[src/rtl/rv_fetch.sv]
// Instruction fetch stage: one outstanding imem read, redirect/stall handling, F->D register.
// Define URV_FETCH_SKID_EN to keep a response that arrives under stall instead of re-reading it.
module rv_fetch #(
    parameter logic [31:0] g_RESET_VECTOR = 32'h00000000
) (
    input  logic        clk_i,
    input  logic        rst_n_i,
    output logic [31:0] im_addr_o,
    output logic        im_rd_o,
    input  logic [31:0] im_data_i,
    input  logic        im_valid_i,
    input  logic        x_stall_i,
    input  logic        x_bra_i,
    input  logic [31:0] x_pc_bra_i,
    output logic [31:0] f_ir_o,
    output logic [31:0] f_pc_o,
    output logic        f_valid_o
);
    localparam logic [1:0]  S_ISSUE = 2'd0;
    localparam logic [1:0]  S_WAIT  = 2'd1;
    localparam logic [1:0]  S_DROP  = 2'd2;
    localparam logic [31:0] NOP     = 32'h00000013;

    logic [1:0]  state, state_nx;
    logic [31:0] ptr, ptr_nx, rsp_addr, rsp_addr_nx;
    logic [31:0] ir_nx, pc_nx;
    logic        valid_nx;
    logic        req;
    logic [31:0] req_addr;
    logic        stall;
    logic [31:0] target;
`ifdef URV_FETCH_SKID_EN
    logic [31:0] sk_ir, sk_pc, sk_ir_nx, sk_pc_nx;
    logic        sk_vld, sk_vld_nx;
`endif

    assign stall  = x_stall_i & f_valid_o;
    assign target = x_pc_bra_i & ~32'h3;

    always_comb begin
        state_nx    = state;
        ptr_nx      = ptr;
        rsp_addr_nx = rsp_addr;
        ir_nx       = f_ir_o;
        pc_nx       = f_pc_o;
        valid_nx    = f_valid_o;
        req         = 1'b0;
        req_addr    = ptr;
`ifdef URV_FETCH_SKID_EN
        sk_ir_nx    = sk_ir;
        sk_pc_nx    = sk_pc;
        sk_vld_nx   = sk_vld;
`endif
        if (x_bra_i) begin
            valid_nx = 1'b0;
            ptr_nx   = target;
`ifdef URV_FETCH_SKID_EN
            sk_vld_nx = 1'b0;
`endif
            // Nothing left in flight: bypass the target straight onto the bus.
            if (state == S_ISSUE || im_valid_i) begin
                req         = 1'b1;
                req_addr    = target;
                rsp_addr_nx = target;
                ptr_nx      = target + 32'd4;
                state_nx    = S_WAIT;
            end else begin
                state_nx = S_DROP;
            end
        end else begin
            case (state)
                S_ISSUE: begin
                    if (!stall) begin
`ifdef URV_FETCH_SKID_EN
                        if (sk_vld) begin
                            ir_nx     = sk_ir;
                            pc_nx     = sk_pc;
                            valid_nx  = 1'b1;
                            sk_vld_nx = 1'b0;
                        end else begin
                            valid_nx = 1'b0;
                        end
`else
                        valid_nx = 1'b0;
`endif
                        req         = 1'b1;
                        rsp_addr_nx = ptr;
                        ptr_nx      = ptr + 32'd4;
                        state_nx    = S_WAIT;
                    end
                end
                S_WAIT: begin
                    if (im_valid_i) begin
                        if (!stall) begin
                            ir_nx       = im_data_i;
                            pc_nx       = rsp_addr;
                            valid_nx    = 1'b1;
                            req         = 1'b1;
                            rsp_addr_nx = ptr;
                            ptr_nx      = ptr + 32'd4;
                        end else begin
`ifdef URV_FETCH_SKID_EN
                            sk_ir_nx  = im_data_i;
                            sk_pc_nx  = rsp_addr;
                            sk_vld_nx = 1'b1;
`else
                            ptr_nx = rsp_addr;  // refetch this word after the stall
`endif
                            state_nx = S_ISSUE;
                        end
                    end else if (!stall) begin
                        valid_nx = 1'b0;
                    end
                end
                S_DROP: begin
                    if (!stall) valid_nx = 1'b0;
                    if (im_valid_i) begin
                        req         = 1'b1;
                        rsp_addr_nx = ptr;
                        ptr_nx      = ptr + 32'd4;
                        state_nx    = S_WAIT;
                    end
                end
                default: state_nx = S_ISSUE;
            endcase
        end
    end

    // Gated by reset so the bus stays quiet while the core is held.
    assign im_rd_o   = req & rst_n_i;
    assign im_addr_o = req_addr;

    always_ff @(posedge clk_i or negedge rst_n_i) begin
        if (!rst_n_i) begin
            state     <= S_ISSUE;
            ptr       <= g_RESET_VECTOR;
            rsp_addr  <= g_RESET_VECTOR;
            f_ir_o    <= NOP;
            f_pc_o    <= 32'd0;
            f_valid_o <= 1'b0;
`ifdef URV_FETCH_SKID_EN
            sk_ir     <= NOP;
            sk_pc     <= 32'd0;
            sk_vld    <= 1'b0;
`endif
        end else begin
            state     <= state_nx;
            ptr       <= ptr_nx;
            rsp_addr  <= rsp_addr_nx;
            f_ir_o    <= ir_nx;
            f_pc_o    <= pc_nx;
            f_valid_o <= valid_nx;
`ifdef URV_FETCH_SKID_EN
            sk_ir     <= sk_ir_nx;
            sk_pc     <= sk_pc_nx;
            sk_vld    <= sk_vld_nx;
`endif
        end
    end
endmodule

[config.mk]
export PLATFORM = sky130hd
export DESIGN_NAME = rv_fetch
export DESIGN_NICKNAME = d
export VERILOG_FILES = /design/src/rtl/rv_fetch.sv
export SDC_FILE = /design/constraint.sdc
export NUM_CORES = 1
export LEC_CHECK = 0
export CAP_MARGIN = 10
export CORE_MARGIN = 5
export CORE_UTILIZATION = 35
export DETAILED_ROUTE_END_ITERATION = 16
export GPL_TIMING_DRIVEN = 0
export HOLD_SLACK_MARGIN = 0.02
export PLACE_DENSITY = 0.62
export SYNTH_ARGS = -nofsm -noshare
export SYNTH_HDL_FRONTEND = slang
export SYNTH_SLANG_ARGS = --single-unit
[constraint.sdc]
create_clock -name clk_i -period 3.4 [get_ports clk_i]
set_clock_uncertainty 0.2 [all_clocks]
set_input_delay 0.51 -clock clk_i [delete_from_list [all_inputs] [get_ports clk_i]]
set_output_delay 0.51 -clock clk_i [all_outputs]
set_load 0.01 [all_outputs]
==> results of run 1 <==
-- layout by cell type, fill, tap and decap left out, types with 4 or more instances in the layout --
cell type and instances:
xor2_1 19, inv_1 8, xnor2_1 27, and4_1 4, o21ai_0 38, a211oi_1 10
mux2_2 92, mux2i_1 30, dfrtp_1 128, nor2_1 61, a31oi_1 5, clkbuf_16 17
o22ai_1 4, ha_1 6, a21oi_1 52, buf_6 5, nand3_1 32, a221o_1 4
nand4_1 16, clkbuf_1 28, and2_1 6, clkinv_2 4, a22oi_1 8, clkdlybuf4s50_1 160
nor3_1 12, nand2_1 40, and3_1 10, buf_2 13
-- cell type report --
cell class	count	area share, %
multi-input combinational	524	38.3
buffer	48	2.39
clock inverter	9	0.822
tap	270	3.41
clock buffer	23	4.73
sequential	131	33.2
timing repair buffer	165	16.9
inverter	9	0.341
-- critical path: stages, from the launching register on --
cell             delay (ns)
dfrtp_1                0.37
inv_1                  0.09
ha_1                   0.24
buf_2                  0.19
o21ai_4                0.25
buf_6                  0.21
mux2_2                 0.38
clkdlybuf4s50_1        0.48
-- logic make-up after synthesis --
group	after synthesis	synth area share, %
muxes	122	18.3
and+or+nand+nor	202	14.3
adders and majority gates	6	1.03
xor gates and xnor gates	47	5.73
buffers and inverters	57	3.42
DFF	131	44.9
AOI/OAI and AO/OA	147	12.3
-- sequential cells by signal, indices dropped and copies added (netlist names) --
signal / count
f_ir_o: 32
f_pc_o: 32
f_valid_o: 1
ptr: 32
rsp_addr: 32
state: 2
-- layer usage --
layer	vias up	track usage, %
met1	3059	25.7
li1	2972	-
met2	221	29.8
met4	0	5.55
met3	25	4.05
met5	-	0
-- final timing paths --
| kind | start | end | slack [ns] | depth (start not counted) |
|---|---|---|---|---|
| worst max-delay path | state[0] | im_addr_o[20] | 0.04 | 7 |
| worst min-delay path | x_pc_bra_i[5] | rsp_addr[5] | 0.29 | 3 |
| worst max register to register | state[0] | rsp_addr[18] | 0.45 | 7 |
| worst min register to register | f_ir_o[19] | f_ir_o[19] | 0.30 | 1 |
| max in group asynchronous | rst_n_i | f_ir_o[0] | 1.80 | 3 |
| min in group asynchronous | rst_n_i | f_pc_o[10] | 0.38 | 2 |
-- through the flow --
step / utilization (%) / power, mW / setup TNS [ns]
floorplan: - / 4.75 / 0
global placement: 45.4 / 6.50 / -534.23
global route: 48.5 / 8.81 / -0.107
detailed placement: 45.5 / 6.55 / -13.77
finish: 48.5 / 8.27 / 0
CTS: 48.4 / 8.34 / 0
-- power breakdown --
| part | total, mW | switching [mW] | internal [mW] |
|---|---|---|---|
| combinational | 3.65 | 1.70 | 1.95 |
| sequential | 2.88 | 0.584 | 2.30 |
| clock | 1.74 | 0.703 | 1.04 |
| total | 8.27 | 2.98 | 5.29 |
-- repair_timing --
action                                  in CTS  in global routing
setup buffers                                1                  0
pin swaps                                    1                  0
hold buffers                                 1                  0
resized for setup                            6                  5
hold endpoints to repair                    45                  0
endpoints found under the setup margin      33                 20
gates cloned                                 0                  0
==> results.ini, run 1 <==
[run_status]
status = complete, no violations

[pwr]
ir_drop_mv = 0.406
p_leak_nw = 3.97
power_density_nw_per_um2 = 835

[place]
place_area_um2 = 9300
io_buffer_count = 162
placed_cells = 1145
place_ws_ns = -0.587
dp_hpwl_um = 16200
gp_congestion = 0.849

[timing]
rsz0062_at_grt = yes
slew_headroom_pct = 41.6
setup_slack_ns = 0.0449
hold_viol = 0
final.min_clock_period_ns = 3.36
final_max_slew_viol_count = 0
final-setup-viol-count = 0
hold_ws_ns = 0.287
fin_crit_sh_pct = 98.7
fmax_mhz = 298
tightest_slew_ns = 0.876

[job]
cap_viol_max_count = 0

[yosys]
avgSynthCellArea_um2 = 10.3
syn_nets = 787
synth_ff_type = dfrtp_1
synthTopCellsByArea = dfrtp_1 44%, mux2_2 14%, mux2i_1 4.1%
yosysWarnings = 0
synth_top_area_cell = dfrtp_1
synth_most_common_cell = dfrtp_1
ys_async_sr_fraction_pct = 100
synth_cell_type_count = 63
synth_area_um2 = 7310
seq_area_frac_synth_pct = 44.9
synth_common_cells = 128 x dfrtp_1, 92 x mux2_2, 61 x nor2_1, 52 x a21oi_1, 40 x nand2_1
synth_top_area_share_pct = 43.8
synthCells = 712
synth_edf_count = 0
synth_seq_cells = 131

[die]
rows = 52
dieArea_um2 = 23900
initial_core_util_pct = 35.8
ios = 167
coreArea_um2 = 20400
die_h_um = 155
dieWidth_um = 155

[worst_setup_path]
crit_path_start_kind = register
cp_max_fo = 10
cp.arrival_ns = 2.65
setup.worst_path.end_class = output pin
required_ns = 2.69
worstSetupPathType = register to output pin

[detailed_routing]
drt_wl_total_um = 22200
routed.top_layer = met4
met2_length_um = 10400
firstDrtPassIters = 5
wl_met3_um = 1420
m1WireLength_um = 10000
drcViolationCount = 0
postRouteAntennaNets = 0
wire_per_inst_um = 18.8
vias = 6277
routed_via_density = 5.32
dr.first_iter.drc_count = 516

[min_path]
worstHoldPathType = input port to register

[cells_and_area]
area_growth_syn_to_layout_pct = 35.4
drive_above_1_share_pct = 18.0
multi_input_area_um2 = 3790
design.final.nets = 971
seqCellArea_um2 = 3280
layout.cells.non_filler = 1179
n_fill_cell = 1947
diodes = 0
final_cell_area_um2 = 9900

[clock_network]
clk_pin_slew_ns = 0.06
cts_made_buffers = 17
clock_path_buffers = 2
htree_levels = 4
cts_tree = built
cts.sinks = 131
clock_latency_ns = 0.42
cts-root-buf = clkbuf_16

[global_routing]
grtUsageTotal_pct = 18.7
grt_pass1_vias = 6268
grt-ovfl-total = 0
grt_pass1_wl_um = 35600
grt_max_degree = 85
antenna_found_initial = 0

No activity file was read; power rests on OpenSTA's default activity.
==> run 2: changes to the inputs <==
ABC_AREA = 1   (was not set)
PLACE_DENSITY = 0.61   (was 0.62)
==> results.ini, run 2 <==
[yosys]
synthCells = 1105
synth_edf_count = 0
synth_top_area_share_pct = 40.3
synth_area_um2 = 7950
ys_async_sr_fraction_pct = 100
synthTopCellsByArea = dfrtp_1 40%, nand2_1 15%, o21ai_0 9.1%
synth_most_common_cell = nand2_1
synth_cell_type_count = 37
avgSynthCellArea_um2 = 7.20
seq_area_frac_synth_pct = 41.3
synth_ff_type = dfrtp_1
synth_seq_cells = 131
syn_nets = 1180
synth_top_area_cell = dfrtp_1
synth_common_cells = 313 x nand2_1, 145 x o21ai_0, 132 x inv_1, 128 x dfrtp_1, 92 x nor2_1
yosysWarnings = 0

[clock_network]
clk_pin_slew_ns = 0.06
cts.sinks = 131
cts_tree = built
htree_levels = 4
clock_latency_ns = 0.43
cts_made_buffers = 17
cts-root-buf = clkbuf_16
clock_path_buffers = 2

[worst_setup_path]
setup.worst_path.end_class = output pin
timing.rr.start = state[1]
rr_worst_depth = 8
r2r-end = ptr[3]
path_cells = clkdlybuf4s50_1, nor2_4, nor2_4, buf_4, clkbuf_2, o21ai_0, clkdlybuf4s50_1
cp_max_fo = 10
required_ns = 2.69
rrSetupSlack_ns = 0.65
crit_path_start_kind = input port
critPathMaxStageDelay_ns = 0.61
cp_slowest_cell = clkdlybuf4s50_1
cp.arrival_ns = 2.57
worstSetupPathType = input port to output pin

[cells_and_area]
multi_input_area_um2 = 3920
drive_above_1_share_pct = 8.51
n_fill_cell = 2310
area_growth_syn_to_layout_pct = 33.6
final_common_cell = nand2_1
seqCellArea_um2 = 3280
final_cell_mix = 313 x nand2_1, 163 x clkdlybuf4s50_1, 142 x o21ai_0
diodes = 0
design.final.nets = 1367
final_core_util_pct = 47.2
final_cell_area_um2 = 10600

[pwr]
power_density_nw_per_um2 = 833
p_leak_nw = 4.80
total_power_mw = 8.85
ir_drop_mv = 0.315

[timing]
final-setup-viol-count = 0
fin_crit_sh_pct = 96.5
hold_viol = 0
rsz0062_at_grt = no
setup_slack_ns = 0.120
tightest_slew_ns = 0.757
slew_headroom_pct = 49.5
final.min_clock_period_ns = 3.28
final_max_slew_viol_count = 0
fmax_mhz = 305

[detailed_routing]
postRouteAntennaNets = 0
drcViolationCount = 0
dr.first_iter.drc_count = 762
drt_wl_total_um = 30000
routed_via_density = 5.25
firstDrtPassIters = 6
wire_per_inst_um = 18.9
vias = 8340

[place]
dp_hpwl_um = 23200
io_buffer_count = 164
place_area_um2 = 9980
gp_congestion = 0.969
place_ws_ns = -0.503

[min_path]
hold-path-endpoint = f_pc_o[31]
worstHoldPathType = register to register
min-delay-start = f_pc_o[31]
holdPathStages = 2

[job]
cap_viol_max_count = 0

[die]
dieWidth_um = 161
rows = 55
ios = 167
coreArea_um2 = 22500
initial_core_util_pct = 35.3
die_h_um = 161
dieArea_um2 = 25800

[global_routing]
grt-ovfl-total = 0
grtUsageTotal_pct = 23.1
grt_pass1_wl_um = 46400
antenna_found_initial = 0
grt_pass1_vias = 7980
grt_max_degree = 72

[run_status]
status = complete, no violations

==> run 2: changes by cell type after synthesis, moves of 12 or more <==
cell	previous run	this run
xnor2_1	27	0
mux2_2	92	32
mux2i_1	30	0
inv_1	8	132
o21ai_0	38	145
a21oi_1	52	40
nor2_1	61	92
o211ai_1	1	34
nand3_1	32	77
nand2_1	40	313
xor2_1	19	2
==> run 2: worst max-delay path, delay by kind of cell <==
family	cells	cell delay (ns)
buffers and inverters	4	1.47
and+or+nand+nor	2	0.28
AOI/OAI and AO/OA	1	0.30
==> run 2: worst max-delay path by stage <==
stage	startpoint	endpoint	slack (ns)	cells after the start
after CTS	state[0]	im_addr_o[22]	0.02	8
after floorplan	state[0]	im_addr_o[10]	1.07	7
after detailed placement	im_valid_i	im_addr_o[8]	-0.50	7
after global placement	rst_n_i	f_pc_o[3]	-3.99	1
after global routing	state[0]	im_addr_o[12]	0.07	8
final	im_valid_i	im_addr_o[9]	0.12	7
==> run 2: cell families (layout without fill, tap and decap cells) <==
logic type      Yosys count  count (layout)  share of synthesized area, %
xor+xnor                  2               2                         0.220
simple gates            515             515                          26.7
flops                   131             131                          41.3
fa+ha+maj                 6               6                         0.944
mux                      32              32                          4.53
buf+inv                 180             380                          9.67
compound gates          239             239                          16.7
==> run 2: layer usage <==
metal / global-route usage (%) / vias up / share of wire, %
met1: 33.2 / 3837 / 46
met2: 34.1 / 439 / 42
li1: - / 4012 / -
met3: 4.29 / 52 / 9.0
met4: 9.46 / 0 / 3.2
met5: 0 / - / 0
==> run 2: cell type report <==
| class | count | share of cell area, % |
|---|---|---|
| repair buffers | 169 | 16.2 |
| well taps | 285 | 3.35 |
| clock inverters | 11 | 0.977 |
| flip-flops and latches | 131 | 30.9 |
| inverters | 134 | 4.73 |
| clock buffers | 21 | 4.33 |
| plain buffers | 45 | 2.61 |
| multi-input cells | 794 | 36.9 |
==> run 2: power breakdown <==
group | total, mW | internal, mW | switching (mW)
clock network | 1.77 | 1.05 | 0.723
logic | 4.22 | 1.88 | 2.34
registers | 2.86 | 2.31 | 0.550
==> run 2: through the flow <==
| stage | instances | TNS [ns] | hold WS (ns) |
|---|---|---|---|
| finish | 1590 | 0 | 0.283 |
| global route | 1590 | 0 | 0.296 |
| CTS | 1589 | 0 | 0.290 |
| detailed placement | 1555 | -9.26 | 0.275 |
| global placement | 1554 | -528.44 | 0.267 |
| floorplan | 1105 | 0 | 0.0144 |
==> run 2: timing repair <==
item / CTS / global route
hold buffers: 2 / 0
pin swaps: 1 / 1
setup buffers: 1 / 1
endpoints found under the hold margin: 58 / 0
endpoints found under the setup margin: 33 / 28
gates resized for setup: 12 / 11
==> run 3: changes to the inputs <==
ABC_CLOCK_PERIOD_IN_PS = 3400   (was not set)
==> results of run 3 <==
The final DEF is identical to that of run 2; final timing and power are the same.
